File: src/rtl/digits_to_byte_if.sv
// Handshake bundle between the UART digit decoder and the decimal-to-binary converter.
// The master side strobes digits and control; the slave side returns the result and status.
interface digits_to_byte_if #(
   parameter int WIDTH = 16
);
   logic [3:0]       din;
   logic             wen;
   logic             fin;
   logic             clr;
   logic [WIDTH-1:0] dout;
   logic             valid;
   logic             overflow;
   logic             bad_digit;
   logic [2:0]       ndigits;
   logic             busy;

   modport master (
      output din, wen, fin, clr,
      input  dout, valid, overflow, bad_digit, ndigits, busy
   );

   modport slave (
      input  din, wen, fin, clr,
      output dout, valid, overflow, bad_digit, ndigits, busy
   );
endinterface

File: src/rtl/digits_to_byte.sv
// Serial BCD (most significant digit first) to unsigned binary converter with
// digit count, saturation/overflow and illegal-digit tracking for the RPN operand parser.
module digits_to_byte #(
   parameter int WIDTH      = 16,
   parameter int MAX_DIGITS = 5
) (
   input logic              clk,
   input logic              rst,
   digits_to_byte_if.slave  bus
);
   localparam int AW = WIDTH + 4;
   localparam logic [AW-1:0]    MAX_WIDE = AW'({WIDTH{1'b1}});
   localparam logic [WIDTH-1:0] MAX_VAL  = {WIDTH{1'b1}};
   localparam logic [2:0]       ND_MAX   = 3'(MAX_DIGITS);

   typedef enum logic [1:0] {
      IDLE  = 2'd0,
      ACCUM = 2'd1,
      EMIT  = 2'd2
   } state_t;

   state_t           state_q, state_d;
   logic [WIDTH-1:0] acc_q, acc_d;
   logic [2:0]       nd_q, nd_d;
   logic             ovf_q, ovf_d;
   logic             bad_q, bad_d;
   logic [WIDTH-1:0] dout_q, dout_d;
   logic             valid_q, valid_d;
   logic             overflow_q, overflow_d;
   logic             bad_digit_q, bad_digit_d;
   logic             busy_q, busy_d;
   logic [AW-1:0]    next_s;
   logic             digit_ok_s;

   // Next-state: digit absorption first, then end-of-number capture; clr overrides both.
   always_comb begin
      state_d     = state_q;
      acc_d       = acc_q;
      nd_d        = nd_q;
      ovf_d       = ovf_q;
      bad_d       = bad_q;
      dout_d      = dout_q;
      valid_d     = 1'b0;
      overflow_d  = overflow_q;
      bad_digit_d = bad_digit_q;
      busy_d      = busy_q;
      next_s      = AW'(acc_q) * AW'(4'd10) + AW'(bus.din);
      digit_ok_s  = (bus.din <= 4'd9);

      if (bus.clr) begin
         state_d = IDLE;
         acc_d   = {WIDTH{1'b0}};
         nd_d    = 3'd0;
         ovf_d   = 1'b0;
         bad_d   = 1'b0;
      end else begin
         if (bus.wen) begin
            state_d = ACCUM;
         end else if (state_q == EMIT) begin
            state_d = IDLE;
         end else begin
            state_d = state_q;
         end

         // Once saturated, further digits only keep the overflow flag set.
         if (bus.wen && !digit_ok_s) begin
            bad_d = 1'b1;
         end else if (bus.wen && !ovf_q && (next_s > MAX_WIDE || nd_q == ND_MAX)) begin
            acc_d = MAX_VAL;
            ovf_d = 1'b1;
         end else if (bus.wen && !ovf_q) begin
            acc_d = next_s[WIDTH-1:0];
            nd_d  = nd_q + 3'd1;
         end else begin
            acc_d = acc_q;
         end

         if (bus.fin) begin
            dout_d      = acc_d;
            overflow_d  = ovf_d;
            bad_digit_d = bad_d;
            valid_d     = 1'b1;
            acc_d       = {WIDTH{1'b0}};
            nd_d        = 3'd0;
            ovf_d       = 1'b0;
            bad_d       = 1'b0;
            state_d     = EMIT;
         end else begin
            valid_d = 1'b0;
         end
      end

      busy_d = (state_d == ACCUM);
   end

   // State and registered outputs.
   always_ff @(posedge clk or posedge rst) begin
      if (rst) begin
         state_q     <= IDLE;
         acc_q       <= {WIDTH{1'b0}};
         nd_q        <= 3'd0;
         ovf_q       <= 1'b0;
         bad_q       <= 1'b0;
         dout_q      <= {WIDTH{1'b0}};
         valid_q     <= 1'b0;
         overflow_q  <= 1'b0;
         bad_digit_q <= 1'b0;
         busy_q      <= 1'b0;
      end else begin
         state_q     <= state_d;
         acc_q       <= acc_d;
         nd_q        <= nd_d;
         ovf_q       <= ovf_d;
         bad_q       <= bad_d;
         dout_q      <= dout_d;
         valid_q     <= valid_d;
         overflow_q  <= overflow_d;
         bad_digit_q <= bad_digit_d;
         busy_q      <= busy_d;
      end
   end

   assign bus.dout      = dout_q;
   assign bus.valid     = valid_q;
   assign bus.overflow  = overflow_q;
   assign bus.bad_digit = bad_digit_q;
   assign bus.ndigits   = nd_q;
   assign bus.busy      = busy_q;
endmodule

File: src/flat_wrapper.sv
// flat-port wrapper written by rule: the top's interface ports become plain ports
module digits_to_byte_flat 
#(
   parameter int WIDTH      = 16,
   parameter int MAX_DIGITS = 5
)
  (clk, rst, bus_din, bus_wen, bus_fin, bus_clr, bus_dout, bus_valid, bus_overflow, bus_bad_digit, bus_ndigits, bus_busy);
  digits_to_byte_if #(.WIDTH(WIDTH)) bus_i ();
  input logic clk;
  input logic rst;
  input wire logic [$bits(bus_i.din)-1:0] bus_din;
  input wire logic [$bits(bus_i.wen)-1:0] bus_wen;
  input wire logic [$bits(bus_i.fin)-1:0] bus_fin;
  input wire logic [$bits(bus_i.clr)-1:0] bus_clr;
  output wire logic [$bits(bus_i.dout)-1:0] bus_dout;
  output wire logic [$bits(bus_i.valid)-1:0] bus_valid;
  output wire logic [$bits(bus_i.overflow)-1:0] bus_overflow;
  output wire logic [$bits(bus_i.bad_digit)-1:0] bus_bad_digit;
  output wire logic [$bits(bus_i.ndigits)-1:0] bus_ndigits;
  output wire logic [$bits(bus_i.busy)-1:0] bus_busy;
  assign bus_i.din = bus_din;
  assign bus_i.wen = bus_wen;
  assign bus_i.fin = bus_fin;
  assign bus_i.clr = bus_clr;
  assign bus_dout = bus_i.dout;
  assign bus_valid = bus_i.valid;
  assign bus_overflow = bus_i.overflow;
  assign bus_bad_digit = bus_i.bad_digit;
  assign bus_ndigits = bus_i.ndigits;
  assign bus_busy = bus_i.busy;
  digits_to_byte #(.WIDTH(WIDTH), .MAX_DIGITS(MAX_DIGITS)) u_core (.clk(clk), .rst(rst), .bus(bus_i));
endmodule
File: config.mk
export PLATFORM = sky130hd
export DESIGN_NAME = digits_to_byte_flat
export DESIGN_NICKNAME = d
export VERILOG_FILES = /design/src/rtl/digits_to_byte_if.sv /design/src/rtl/digits_to_byte.sv /design/src/flat_wrapper.sv
export SDC_FILE = /design/constraint.sdc
export NUM_CORES = 1
export LEC_CHECK = 0
export BUFFER_PORTS_ARGS = -buffer_cell sky130_fd_sc_hd__buf_2
export CORE_ASPECT_RATIO = 0.9
export CORE_MARGIN = 5
export CORE_UTILIZATION = 59
export CTS_CLUSTER_SIZE = 30
export DETAILED_ROUTE_END_ITERATION = 10
export PLACE_DENSITY = 0.85
export SYNTH_ARGS = -nofsm -noshare
export SYNTH_HDL_FRONTEND = slang
export SYNTH_SLANG_ARGS = --single-unit
File: constraint.sdc
create_clock -name clk -period 4.6 [get_ports clk]
set_input_delay 0.46 -clock clk [delete_from_list [all_inputs] [get_ports clk]]
set_output_delay 0.46 -clock clk [all_outputs]
set_load 0.01 [all_outputs]
==> run summary <==
DRC: 0
Fmax: 261.2 MHz
Min Hold Slack: 262.9 ps
Fin crit share: 83.24%
Initial core utilization: 59.86%
Crit Path Category: reg2reg
Crit start category: flop
MaxCap Viol Count: 0
Layout net count: 405
Hold buffer count at CTS: 0
Cells along the critical path: ha_1, ha_1, inv_1, fa_1, nand2b_1, a21oi_2, xor2_2, nand4_2, nor4_4, o2111ai_2, a21oi_4, buf_12, a31oi_1
Vias in the first global route: 2620
P_leak: 1.690 nW
Required @ worst endpoint: 4740 ps
Synth top area cells: dfrtp_1 35%, ha_1 13%, o21ai_0 6.8%
FP Rows: 25
Fin Setup TNS: 0 ps
Synth-to-layout area growth: 9.460%
Critical path's largest stage delay: 480 ps
Top Family by Delay on Critical Path: compound AO/OA/AOI/OAI gates
TritonCTS buffer count: 5
Die Area: 6821 um2
Share of cells above drive strength 1: 15.47%
RSZ-0062 raised after global routing: no
Root Driver: clkbuf_8
Final setup viols: 0
Dpl hpwl: 5457 um
Hold crit path type: in2async
CP arrival: 3970 ps
Ys Warns: 0
Clk sinks: 43
Routed Antenna Nets: 0
Routed WL: 7350 um
Critical path capture point type: flop
Largest net degree at the start of global routing: 44
Clock Tree Buf Depth: 2
Core Footprint: 5192 um2
Placer Congestion: 0.8712
Total GRT Usage: 22.60%
Die Wd: 86.51 um
Outcome: finished, final reports clean
ANT cells: 0
Peak supply drop: 0.1779 mV
EDFF count, synth: 0
Flops & latches, synth: 43
Iter 0 DRT Violations: 189
Hold Vio Cnt, Final: 0
Area fraction of the dominant cell type after synthesis: 34.62%
Mapped Area: 3108 um2
Post-synthesis sequential area ratio: 34.62%
Relative slew slack: 40.28%
Pwr per Cell Area: 266.2 nW/um2
Grt total ovfl: 0
Post-Synthesis Cells: 336
Clk_skew: 9.923 ps
Largest fanout on the critical path: 18
Reg clk slew, reported paths: 100 ps
Worst slew pin tran: 894.8 ps
Via density: 6.261
Max-slew violation count: 0
First-pass GRT wire length: 12420 um
Antenna violations before repair: 0
Async S/R FF share, synth: 100.0%
Number of gates resized after cts: 0
Buf+Inv Stages, Crit Path: 2
Post-CTS setup buffers: 0
TritonRoute pass-1 iters: 4
Total number of vias: 2686
Mean post-synth cell area: 9.250 um2
Die Ht: 78.86 um
Synth area leader: dfrtp_1
Critical path's most frequent cell: ha_1
DR WL/cell: 17.13 um
Synth Net Count: 380
Port bufs: 31
CTS HTree Levels: 2
Clk_lat worst skew: 300 ps
Post-layout min period: 3829 ps
Layout fillers: 437
Crit-path slowest cell: a21oi_4
IO Pins: 32
Ys flop type: dfrtp_1
Distinct cells, synth: 54
CTS tree: yes
==> routing by layer <==
metal  vias to the layer above  global-route usage (%)  share of wire, %
li1                       1293                       -                 -
met5                         -                       0                 0
met2                        83                   37.00                48
met1                      1293                   30.25                44
met4                         0                   8.255               2.4
met3                        17                   3.423               4.9
==> stage by stage <==
step                      utilization, %  total power, W  cell area (um2)  std cells  setup slack [ps]
final                              65.52       0.0009055             3402        429             770.8
after global routing               65.52       0.0009546             3402        429             510.7
after CTS                          65.52       0.0009065             3402        429             767.7
after detailed placement           63.73       0.0006566             3309        421             807.2
after global placement             63.73       0.0006487             3309        421             953.2
after floorplan                        -       0.0005844             3108        336              1337
==> registers in the layout, indices dropped and copies added, names as in the netlist <==
signal / flops
u_core.bus.bad_digit: 1
u_core.state_q: 2
u_core.bus.valid: 1
u_core.bus.overflow: 1
u_core.bus.ndigits: 3
u_core.acc_q: 16
u_core.ovf_q: 1
u_core.bus.dout: 16
u_core.bad_q: 1
u_core.bus.busy: 1
==> path summary, 6_finish.rpt <==
check | cells past startpoint | end | from | slack, ps
min in group clk | 3 | u_core.acc_q[0] | bus_din[0] | 400
worst min-delay path | 3 | u_core.bus.valid | rst | 260
worst max-delay path | 13 | u_core.bus.dout[5] | u_core.acc_q[1] | 770
worst max register to register | 13 | u_core.bus.dout[5] | u_core.acc_q[1] | 770
worst min register to register | 1 | u_core.state_q[0] | u_core.state_q[0] | 500
max in group asynchronous | 3 | u_core.acc_q[1] | rst | 3960
==> area by class of cell <==
class	count	area, um2	area share, %
multi-input combinational	266	1914	56.27
sequential	43	1076	31.63
timing repair buffer	35	197.7	5.811
tap	67	83.83	2.464
clock buffer	5	68.82	2.023
inverter	10	37.54	1.103
clock inverter	3	23.77	0.6988
==> worst min-delay path, cell delays in order <==
cell and delay (ps):
buf_2 100, clkinv_1 30, buf_4 440
==> power by group <==
part	leakage [nW]	internal, W	total, W	switching, W
clock	0.0408	0.000109	0.000256	0.000147
combinational	1.09	0.0000846	0.000215	0.000130
sequential	0.556	0.000412	0.000435	0.0000230
==> synthesized netlist by cell type (all sizes together) (3+ instances only) <==
library cell  count
o211ai            4
nand4             4
xnor2             8
nand3             3
nand3b            3
a211oi            4
nand2b            3
nand2            20
o21ai            43
a21o              4
dfrtp            43
xor2             10
nor2             15
mux2i             4
or3              23
a21oi            29
a31oi            16
buf               5
ha               33
inv              10
clkbuf           12
o2111ai           3
o21a              4
nor3              5
==> placed cells by master, fill, tap and decap left out, types with 3 or more instances in the layout <==
master and n:
nor2_1 15, a21o_1 4, nand2b_1 3, o21ai_0 42, ha_1 33, or3_1 23
clkbuf_8 5, dfrtp_1 43, nand3_1 3, buf_4 3, xor2_1 8, nand2_1 20
nand4_1 3, buf_2 31, a31oi_1 16, nand3b_1 3, nor3_1 4, a211oi_1 3
o211ai_1 4, o21a_1 4, mux2i_1 4, a21oi_1 26, inv_1 9, xnor2_1 8
==> kinds of logic (layout without fill, tap and decap cells) <==
| family | after synthesis | count (layout) | share of synthesized area [%] |
|---|---|---|---|
| compound gates | 119 | 119 | 23.95 |
| xor+xnor | 18 | 18 | 5.556 |
| fa+ha+maj | 35 | 35 | 14.57 |
| buf+inv | 27 | 53 | 3.945 |
| flops | 43 | 43 | 34.62 |
| mux | 4 | 4 | 1.288 |
| simple gates | 90 | 90 | 16.06 |
No activity file was read; power rests on OpenSTA's default activity.
